$ cat config.mk
export PLATFORM = sky130hd
export DESIGN_NAME = beat_sequencer
export DESIGN_NICKNAME = d
export VERILOG_FILES = /design/src/rtl/player_pkg.sv /design/src/rtl/beat_prescaler.sv /design/src/rtl/beat_sequencer.sv
export SDC_FILE = /design/constraint.sdc
export NUM_CORES = 1
export LEC_CHECK = 0
export CAP_MARGIN = 20
export CORE_MARGIN = 5
export CORE_UTILIZATION = 50
export DETAILED_ROUTE_END_ITERATION = 10
export PLACE_DENSITY = 0.81
export SLEW_MARGIN = 20
export SYNTH_ARGS = -nofsm -noshare
export SYNTH_HDL_FRONTEND = slang
export SYNTH_SLANG_ARGS = --single-unit
export TNS_END_PERCENT = 5
$ cat constraint.sdc
create_clock -name clk -period 5.6 [get_ports clk]
set_clock_uncertainty 0.2 [all_clocks]
set_input_delay 0.84 -clock clk [delete_from_list [all_inputs] [get_ports clk]]
set_output_delay 0.84 -clock clk [all_outputs]
set_load 0.05 [all_outputs]
$ cat src/rtl/player_pkg.sv
// player_pkg
//   Shared definitions for the music player datapath: FSM state encoding of
//   the beat sequencer, default beat-index width and default song length
//   (the song length is also used by the noise decider and tone tables).
package player_pkg;

  typedef enum logic [1:0] {
    ST_IDLE  = 2'd0,
    ST_PLAY  = 2'd1,
    ST_PAUSE = 2'd2
  } state_t;

  localparam int DEFAULT_BEAT_W = 12;
  localparam int DEFAULT_LEN    = 64;

endpackage

$ cat src/rtl/beat_prescaler.sv
// beat_prescaler
//   Divides clk down to the beat rate. div_cnt counts 0..BEAT_DIV-1 while
//   enabled, holds while disabled, and is forced to 0 by clear or rst.
//   Ports:
//     clk, rst  : clock, synchronous active-high reset
//     enable    : count this cycle
//     clear     : force div_cnt to 0 (wins over enable)
//     div_cnt   : current prescaler count (registered)
//     tick      : combinational, high when the count wraps this edge
module beat_prescaler #(
  parameter int BEAT_DIV = 12_500_000,
  parameter int DIV_W    = (BEAT_DIV > 1) ? $clog2(BEAT_DIV) : 1
) (
  input  logic             clk,
  input  logic             rst,
  input  logic             enable,
  input  logic             clear,
  output logic [DIV_W-1:0] div_cnt,
  output logic             tick
);

  logic [DIV_W-1:0] div_cnt_q;
  logic [DIV_W-1:0] div_cnt_d;

  assign tick    = enable && (div_cnt_q == DIV_W'(BEAT_DIV - 1));
  assign div_cnt = div_cnt_q;

  always_comb begin
    div_cnt_d = div_cnt_q;
    if (clear) begin
      div_cnt_d = '0;
    end else if (enable) begin
      div_cnt_d = tick ? '0 : div_cnt_q + DIV_W'(1);
    end
  end

  always_ff @(posedge clk) begin
    if (rst) begin
      div_cnt_q <= '0;
    end else begin
      div_cnt_q <= div_cnt_d;
    end
  end

endmodule

$ cat src/rtl/beat_sequencer.sv
// beat_sequencer
//   Tempo timing and transport control (play/pause/stop, looping) producing
//   the registered beat index consumed by the note/tone/noise decoders.
//   Ports:
//     clk, rst    : clock, synchronous active-high reset
//     play_pause  : one-cycle pulse, start from stopped or toggle play/pause
//     stop        : one-cycle pulse, return to stopped at beat 0
//     loop_en     : level, wrap the song instead of ending it
//     ibeatNum    : current beat index, 0..LEN-1 (registered)
//     beat_tick   : pulse in the cycle ibeatNum takes a new value while playing
//     playing     : 1 while in PLAY (registered)
//     song_done   : pulse when the last beat completes
module beat_sequencer
  import player_pkg::*;
#(
  parameter int BEAT_DIV = 12_500_000,
  parameter int LEN      = DEFAULT_LEN,
  parameter int BEAT_W   = DEFAULT_BEAT_W
) (
  input  logic              clk,
  input  logic              rst,
  input  logic              play_pause,
  input  logic              stop,
  input  logic              loop_en,
  output logic [BEAT_W-1:0] ibeatNum,
  output logic              beat_tick,
  output logic              playing,
  output logic              song_done
);

  localparam int DIV_W = (BEAT_DIV > 1) ? $clog2(BEAT_DIV) : 1;

  state_t            state_q, state_d;
  logic [BEAT_W-1:0] beat_q, beat_d;
  logic              beat_tick_q, beat_tick_d;
  logic              playing_q, playing_d;
  logic              song_done_q, song_done_d;

  logic              pre_enable;
  logic              pre_clear;
  logic              advance;
  logic              last_beat;
  logic [DIV_W-1:0]  div_cnt;

  // The prescaler only runs on edges where PLAY continues undisturbed; a
  // play_pause or stop on the same edge freezes (or clears) it, which is
  // what makes a pause override an advance that was due on that edge.
  assign pre_enable = (state_q == ST_PLAY) && !stop && !play_pause;
  assign pre_clear  = stop || (state_q == ST_IDLE);
  assign last_beat  = (beat_q == BEAT_W'(LEN - 1));

  beat_prescaler #(
    .BEAT_DIV (BEAT_DIV),
    .DIV_W    (DIV_W)
  ) u_prescaler (
    .clk     (clk),
    .rst     (rst),
    .enable  (pre_enable),
    .clear   (pre_clear),
    .div_cnt (div_cnt),
    .tick    (advance)
  );

  // State register
  always_ff @(posedge clk) begin
    if (rst) begin
      state_q     <= ST_IDLE;
      beat_q      <= '0;
      beat_tick_q <= 1'b0;
      playing_q   <= 1'b0;
      song_done_q <= 1'b0;
    end else begin
      state_q     <= state_d;
      beat_q      <= beat_d;
      beat_tick_q <= beat_tick_d;
      playing_q   <= playing_d;
      song_done_q <= song_done_d;
    end
  end

  // Next-state logic (stop > play_pause > advance)
  always_comb begin
    state_d = state_q;
    beat_d  = beat_q;
    if (stop) begin
      state_d = ST_IDLE;
      beat_d  = '0;
    end else if (play_pause) begin
      case (state_q)
        ST_IDLE:  state_d = ST_PLAY;
        ST_PLAY:  state_d = ST_PAUSE;
        ST_PAUSE: state_d = ST_PLAY;
        default:  state_d = ST_IDLE;
      endcase
    end else if (advance) begin
      if (!last_beat) begin
        beat_d = beat_q + BEAT_W'(1);
      end else begin
        beat_d = '0;
        if (!loop_en) begin
          state_d = ST_IDLE;
        end
      end
    end
  end

  // Output logic, registered alongside the state
  always_comb begin
    beat_tick_d = 1'b0;
    song_done_d = 1'b0;
    playing_d   = (state_d == ST_PLAY);
    if (advance) begin
      song_done_d = last_beat;
      beat_tick_d = !last_beat || loop_en;
    end
  end

  assign ibeatNum  = beat_q;
  assign beat_tick = beat_tick_q;
  assign playing   = playing_q;
  assign song_done = song_done_q;

endmodule
==> flow_summary.yaml <==
die:
  dieArea_um2: 5200
  fp.coreArea_um2: 3690
  ios: 20
  die_x_um: 72.1
  start_util: 0.523
  die_h_um: 72.1
  std_cell_rows: 22
logic_synthesis:
  async_flop_share: 0
  syn_area_per_cell_um2: 8.72
  syn-instance-count: 221
  synth.distinct_cells: 35
  synthTopCellsByArea: "dfxtp_1 (43%), xnor2_1 (9.1%), nor2_1 (7.8%), xor2_1 (5.5%), nand4_1 (3.2%)"
  synth_nets: 228
  synth_top_cell_area_share: 0.426
  yosysTopAreaCell: "dfxtp_1"
  synth_flop_cell: "dfxtp_1"
  ys_seq_area_frac: 0.426
  yosysWarnings: 0
  synth_area_um2: 1930
  synth_edf_count: 0
  yosys_register_bits: 41
clock_network:
  cts-buffers-inserted: 5
  path_clk_slew_ns: 0.07
  cts_root_buffer: "clkbuf_8"
  ctsHoldBuffers: 0
  cts_tree: "yes"
  h-tree-depth: 2
  post_cts_buffers: 0
  clock_sinks: 41
  cts_resized: 0
  worstSkewPairLatency_ns: 0.29
  clock_tree.buffer_depth: 2
min_path:
  min_to: "u_prescaler.div_cnt[1]"
  hold_path_class: "flip-flop to flip-flop"
  worstHoldPathCells: 2
  hp-start: "u_prescaler.div_cnt[1]"
worst_setup_path:
  r2r_end: "u_prescaler.div_cnt[21]"
  critPathMaxStageDelay_ns: 0.61
  critPathRequiredTime_ns: 5.55
  crit_arrival_ns: 3.38
  r2r-start: "u_prescaler.div_cnt[4]"
  path_delay_family: "simple AND/OR/NAND/NOR gates"
  crit_chain: "clkdlybuf4s50_1, nor4b_4, nand4_1, or2_2, nand2b_1, nor2_1"
  crit_path_top_delay_cell: "nand2b_1"
  cp_max_fo: 21
  setup.worst_path.end_class: "flip-flop"
  crit_type: "input pin to flip-flop"
  cp-start-kind: "input pin"
  ff2ff_setup_slack_ns: 2.90
  r2r_cells: 5
  path_buf_inv: 1
power_and_ir_drop:
  pwr-share-comb: 0.022
  leakage_nw: 0.680
  p_int_w: 0.000442
  swShare: 0.190
  ir_drop_mv: 0.129
  clock_power_share: 0.441
  seqPwrFrac: 0.536
  pwr_density_cell_nw_per_um2: 242
  switchingPower_w: 0.000104
route:
  avgRoutedWirePerCell_um: 12.1
  vias: 1534
  wirelength_mm: 3.50
  drc: 0
  drtPass1Iterations: 4
  viasPerCell: 5.33
  drtIter0Drc: 89
  ant_nets: 0
finish:
  regArea_um2: 821
  layout-drive-gt1-share: 0.0792
  syn_to_final_growth_pct: 16.9
  n_antenna_cell: 0
  fillCellCount: 333
  finalNonFillerCells: 288
  fin_nets: 246
  fin_util: 0.611
  multi_input_area_um2: 1040
grt:
  grt_remaining_overflow: 0
  grt_max_degree: 22
  antenna_found_initial: 0
  grt_first_pass_wirelength_mm: 6.02
  grt_pass1_vias: 1440
  track_usage: 0.144
sta:
  period_needed_ns: 3.44
  post-route-period-util: 0.614
  final_hold_viol_count: 0
  slew_headroom: 0.441
  worstMarginPinSlew_ns: 0.839
  setup_tns_ns: 0
  grt_setup_unrepaired: "false"
  fmax_mhz: 291
  slew_violations: 0
  setup_violations: 0
flow_run:
  drv_cap: 0
placed_design:
  dp.cells: 280
  dp_hpwl_mm: 2.52
  io_buffer_count: 19
  gp_congestion: 0.765
status:
  status: "finished clean"
[power by group through the flow]
stage / logic [W] / clock network [W] / registers, W
after floorplan: 0.00000518 / 0 / 0.000301
after global placement: 0.0000120 / 0 / 0.000300
after detailed placement: 0.0000121 / 0 / 0.000299
after CTS: 0.0000121 / 0.000246 / 0.000293
after global routing: 0.0000130 / 0.000258 / 0.000293
final: 0.0000121 / 0.000241 / 0.000293
[layout by cell type, fill, tap and decap left out, types with 7 or more instances in the layout]
cell type	synthesis	final
dfxtp_1	41	41
nor2_1	40	40
xnor2_1	20	20
clkdlybuf4s50_1	0	19
nand2_1	16	16
nand3_1	12	12
xor2_1	12	12
nand4_1	10	10
nor4_1	7	7
[synth_stat cells (all sizes together) (2+ instances only)]
master / instances
nand3: 12
xnor2: 20
inv: 6
or2: 3
dfxtp: 41
nand2: 16
nor4: 8
o21ai: 2
and3: 5
or3: 2
a21oi: 4
nor4b: 4
nand2b: 2
nor3: 9
clkbuf: 4
xor2: 12
ha: 2
nand4: 10
nor2: 43
mux2i: 2
buf: 4
and4: 2
[registers in the layout, summed over array words and instances (netlist names)]
signal               cells
beat_tick                1
state_q                  2
u_prescaler.div_cnt     24
ibeatNum                12
playing                  1
song_done                1
[worst max-delay path by stage]
stage,depth (start not counted),slack (ns),to,startpoint
after floorplan,7,2.79,u_prescaler.div_cnt[18],play_pause
after global placement,6,1.64,ibeatNum[1],play_pause
after detailed placement,6,1.55,ibeatNum[2],play_pause
after CTS,6,1.87,ibeatNum[7],play_pause
after global routing,6,1.97,u_prescaler.div_cnt[21],play_pause
final,6,2.16,u_prescaler.div_cnt[21],play_pause
[routing by layer]
metal / vias up / GRT usage / wire, um / share of wire
met2: 18 / 0.239 / 1640 / 0.47
met3: 7 / 0.0374 / 103 / 0.029
li1: 791 / - / - / -
met5: - / 0 / 0 / 0
met1: 718 / 0.172 / 1690 / 0.48
met4: 0 / 0.0710 / 64 / 0.018
[kinds of logic (layout without fill, tap and decap cells)]
family                   count (synthesis)  in the layout  share of synthesized area
XOR/XNOR                                32             32                      0.145
flip-flops                              41             41                      0.426
AO/OA/AOI/OAI                            9              9                     0.0279
AND/OR/NAND/NOR                        121            121                      0.345
multiplexers                             2              2                     0.0104
adder cells (fa/ha/maj)                  2              2                     0.0130
buffers and inverters                   14             33                     0.0331
[area by class of cell]
type                            count  area share
Multi-Input combinational cell    166       0.463
Clock inverter                      1      0.0133
Inverter                            6     0.00999
Sequential cell                    41       0.364
Tap cell                           48      0.0267
Timing Repair Buffer               19      0.0844
Clock buffer                        7      0.0383
[stage by stage]
stage	hold slack, ns	total power (W)	setup slack, ns	area [um2]
after floorplan	0.263	0.000306	2.79	1930
after global routing	0.347	0.000563	1.97	2250
final	0.309	0.000546	2.16	2250
after global placement	0.282	0.000311	1.64	2140
after detailed placement	0.294	0.000312	1.55	2140
after CTS	0.305	0.000551	1.87	2250
[worst min-delay path: stages, from the launching register on]
cell     delay, ns
dfxtp_1       0.34
nand2_1       0.07
a21oi_1       0.05
Note: power is estimated with default switching activity, not from simulation.
==> variant (same flow settings) <==
The 3 states of `state_t` get a one-hot encoding in 3 bits.
--- a/src/rtl/player_pkg.sv
+++ b/src/rtl/player_pkg.sv
@@ -6,6 +6,6 @@
 
-  typedef enum logic [1:0] {
-    ST_IDLE  = 2'd0,
-    ST_PLAY  = 2'd1,
-    ST_PAUSE = 2'd2
+  typedef enum logic [2:0] {
+    ST_IDLE  = 3'b001,
+    ST_PLAY  = 3'b010,
+    ST_PAUSE = 3'b100
   } state_t;
Behaviour: same outputs for any inputs over 10 cycles, from zero or initial values and one cycle with rst high; not proved beyond that.
==> variant against the unedited design <==
Highest routed layer unchanged; fmax down 5.9%; cell area up 3.7%; first-iteration DRC count up 34%; die area up 4.3%; wire length up 18%; sequential cell count up 1; critical path type unchanged; critical path depth unchanged; synthesized area up 5.1%; power down 6.3%; setup slack worse by 0.22 ns.
==> variant: results (changes against the unedited design) <==
<table>
<tr><th>Metric</th><th>Value</th></tr>
<tr><th colspan="2">Timing</th></tr>
<tr><td>Max-slew headroom at the worst pin</td><td>0.356 (-0.0845)</td></tr>
<tr><td>Hold Worst Slack</td><td>0.280 ns (-0.0288 ns)</td></tr>
<tr><th colspan="2">Global route</th></tr>
<tr><td>Global-route wire length before repair</td><td>6970 um (+16%)</td></tr>
<tr><td>Number of global-route vias before repair</td><td>1637 (+14%)</td></tr>
<tr><td>Total routing usage reported by global routing</td><td>0.160 (+0.0162)</td></tr>
<tr><td>Global routing usage on met2</td><td>0.269 (+0.0301)</td></tr>
<tr><td>Met1 usage in global routing</td><td>0.197 (+0.0246)</td></tr>
<tr><td>Pin count of the biggest net entering global routing</td><td>26 (+18%)</td></tr>
<tr><td>Global-route track usage on met3</td><td>0.0410 (+0.00364)</td></tr>
<tr><th colspan="2">Outcome</th></tr>
<tr><td>Result of the run</td><td>complete, no violations</td></tr>
<tr><th colspan="2">Power and ir drop</th></tr>
<tr><td>Pleak</td><td>0.737 nW (+8.3%)</td></tr>
<tr><td>Worst ir drop on vdd</td><td>0.0944 mV (-27%)</td></tr>
<tr><th colspan="2">Synthesis</th></tr>
<tr><td>Area contributors post-synth</td><td>sky130_fd_sc_hd__dfxtp_1 (42%), sky130_fd_sc_hd__nor2_1 (6.3%), sky130_fd_sc_hd__xor2_1 (5.6%)</td></tr>
<tr><td>Sequential element share of the synthesized area</td><td>0.415 (-0.0106)</td></tr>
<tr><td>Most frequent cells after synthesis</td><td>sky130_fd_sc_hd__dfxtp_1 (42), sky130_fd_sc_hd__nor2_1 (34), sky130_fd_sc_hd__a21oi_1 (17), sky130_fd_sc_hd__nand2_1 (17), sky130_fd_sc_hd__nand4_1 (15)</td></tr>
<tr><td>Net count of the mapped netlist</td><td>248 (+8.8%)</td></tr>
<tr><th colspan="2">Drt</th></tr>
<tr><td>Met2 WL</td><td>1940 um (+19%)</td></tr>
<tr><td>Detail-routed net length per standard cell</td><td>13.2 um (+8.5%)</td></tr>
<tr><td>Routed met1 length</td><td>1940 um (+15%)</td></tr>
<tr><th colspan="2">Worst setup path</th></tr>
<tr><td>Register-to-register setup slack</td><td>2.65 ns (-0.25 ns)</td></tr>
<tr><td>Maximum fanout encountered on the critical timing path</td><td>25 (+19%)</td></tr>
<tr><td>Arrival time at the worst endpoint</td><td>3.61 ns (+0.23 ns)</td></tr>
<tr><th colspan="2">Final layout</th></tr>
<tr><td>Number of fill cells in the layout</td><td>353 (+6.0%)</td></tr>
<tr><td>Number of nets in the final layout</td><td>268 (+8.9%)</td></tr>
<tr><td>Fraction of final layout cells with drive strength greater than 1</td><td>0.0573 (-0.0219)</td></tr>
<tr><th colspan="2">Place</th></tr>
<tr><td>Post-Place Setup Slack</td><td>1.66 ns (+0.109 ns)</td></tr>
</table>
variant: cell types whose count changed after synthesis, moves of 3 or more:
cell,unedited run,this run
sky130_fd_sc_hd__buf_2,3,0
sky130_fd_sc_hd__o21ai_0,2,7
sky130_fd_sc_hd__a31oi_1,0,3
sky130_fd_sc_hd__or3_1,2,6
sky130_fd_sc_hd__xnor2_1,20,8
sky130_fd_sc_hd__nor4b_1,3,0
sky130_fd_sc_hd__nand4_1,10,15
sky130_fd_sc_hd__a21oi_1,4,17
sky130_fd_sc_hd__or4_1,0,8
sky130_fd_sc_hd__o31ai_1,0,5
sky130_fd_sc_hd__nor2_2,3,0
sky130_fd_sc_hd__nor2_1,40,34
variant: power groups by stage:
stage / Clock, mW / Sequential, mW / Combinational [mW]
after detailed placement: 0 / 0.307 / 0.0140
after CTS: 0.203 / 0.300 / 0.0141
after global placement: 0 / 0.307 / 0.0140
after floorplan: 0 / 0.308 / 0.00720
final: 0.197 / 0.300 / 0.0139
after global routing: 0.217 / 0.300 / 0.0154
variant: worst max-delay path by stage:
| stage | startpoint | end | cells after the start | slack (ns) |
|---|---|---|---|---|
| CTS | play_pause | u_prescaler.div_cnt[23]$_SDFFE_PP0P_ | 6 | 1.96 |
| detailed placement | play_pause | u_prescaler.div_cnt[6]$_SDFFE_PP0P_ | 6 | 1.66 |
| floorplan | play_pause | ibeatNum[4]$_SDFFE_PP0P_ | 7 | 2.76 |
| global placement | play_pause | u_prescaler.div_cnt[13]$_SDFFE_PP0P_ | 6 | 1.75 |
| finish | play_pause | u_prescaler.div_cnt[23]$_SDFFE_PP0P_ | 6 | 1.94 |
| global route | play_pause | u_prescaler.div_cnt[13]$_SDFFE_PP0P_ | 6 | 1.76 |
variant: final cells by class:
cell class | count | area share
inverters | 5 | 0.00803
flip-flops and latches | 42 | 0.360
clock inverters | 1 | 0.00214
clock buffers | 7 | 0.0370
well taps | 50 | 0.0268
repair buffers | 19 | 0.0814
multi-input cells | 188 | 0.485
variant: logic make-up (layout without fill, tap and decap cells):
logic type	after synthesis	after routing	synth area share
AOI/OAI and AO/OA	36	36	0.103
xor gates and xnor gates	21	21	0.0908
adders and majority gates	2	2	0.0124
buffers and inverters	11	32	0.0259
DFF	42	42	0.415
muxes	1	1	0.00494
and+or+nand+nor	128	128	0.348
variant: metrics by stage:
| step | utilization | instances |
|---|---|---|
| after floorplan | - | 241 |
| after global placement | 0.565 | 304 |
| after detailed placement | 0.565 | 304 |
| after CTS | 0.588 | 312 |
| after global routing | 0.588 | 312 |
| final | 0.588 | 312 |
variant: critical path: cells and delay by family:
family / cells / cell delay, ns
and+or+nand+nor: 5 / 2.29
buffers and inverters: 1 / 0.47
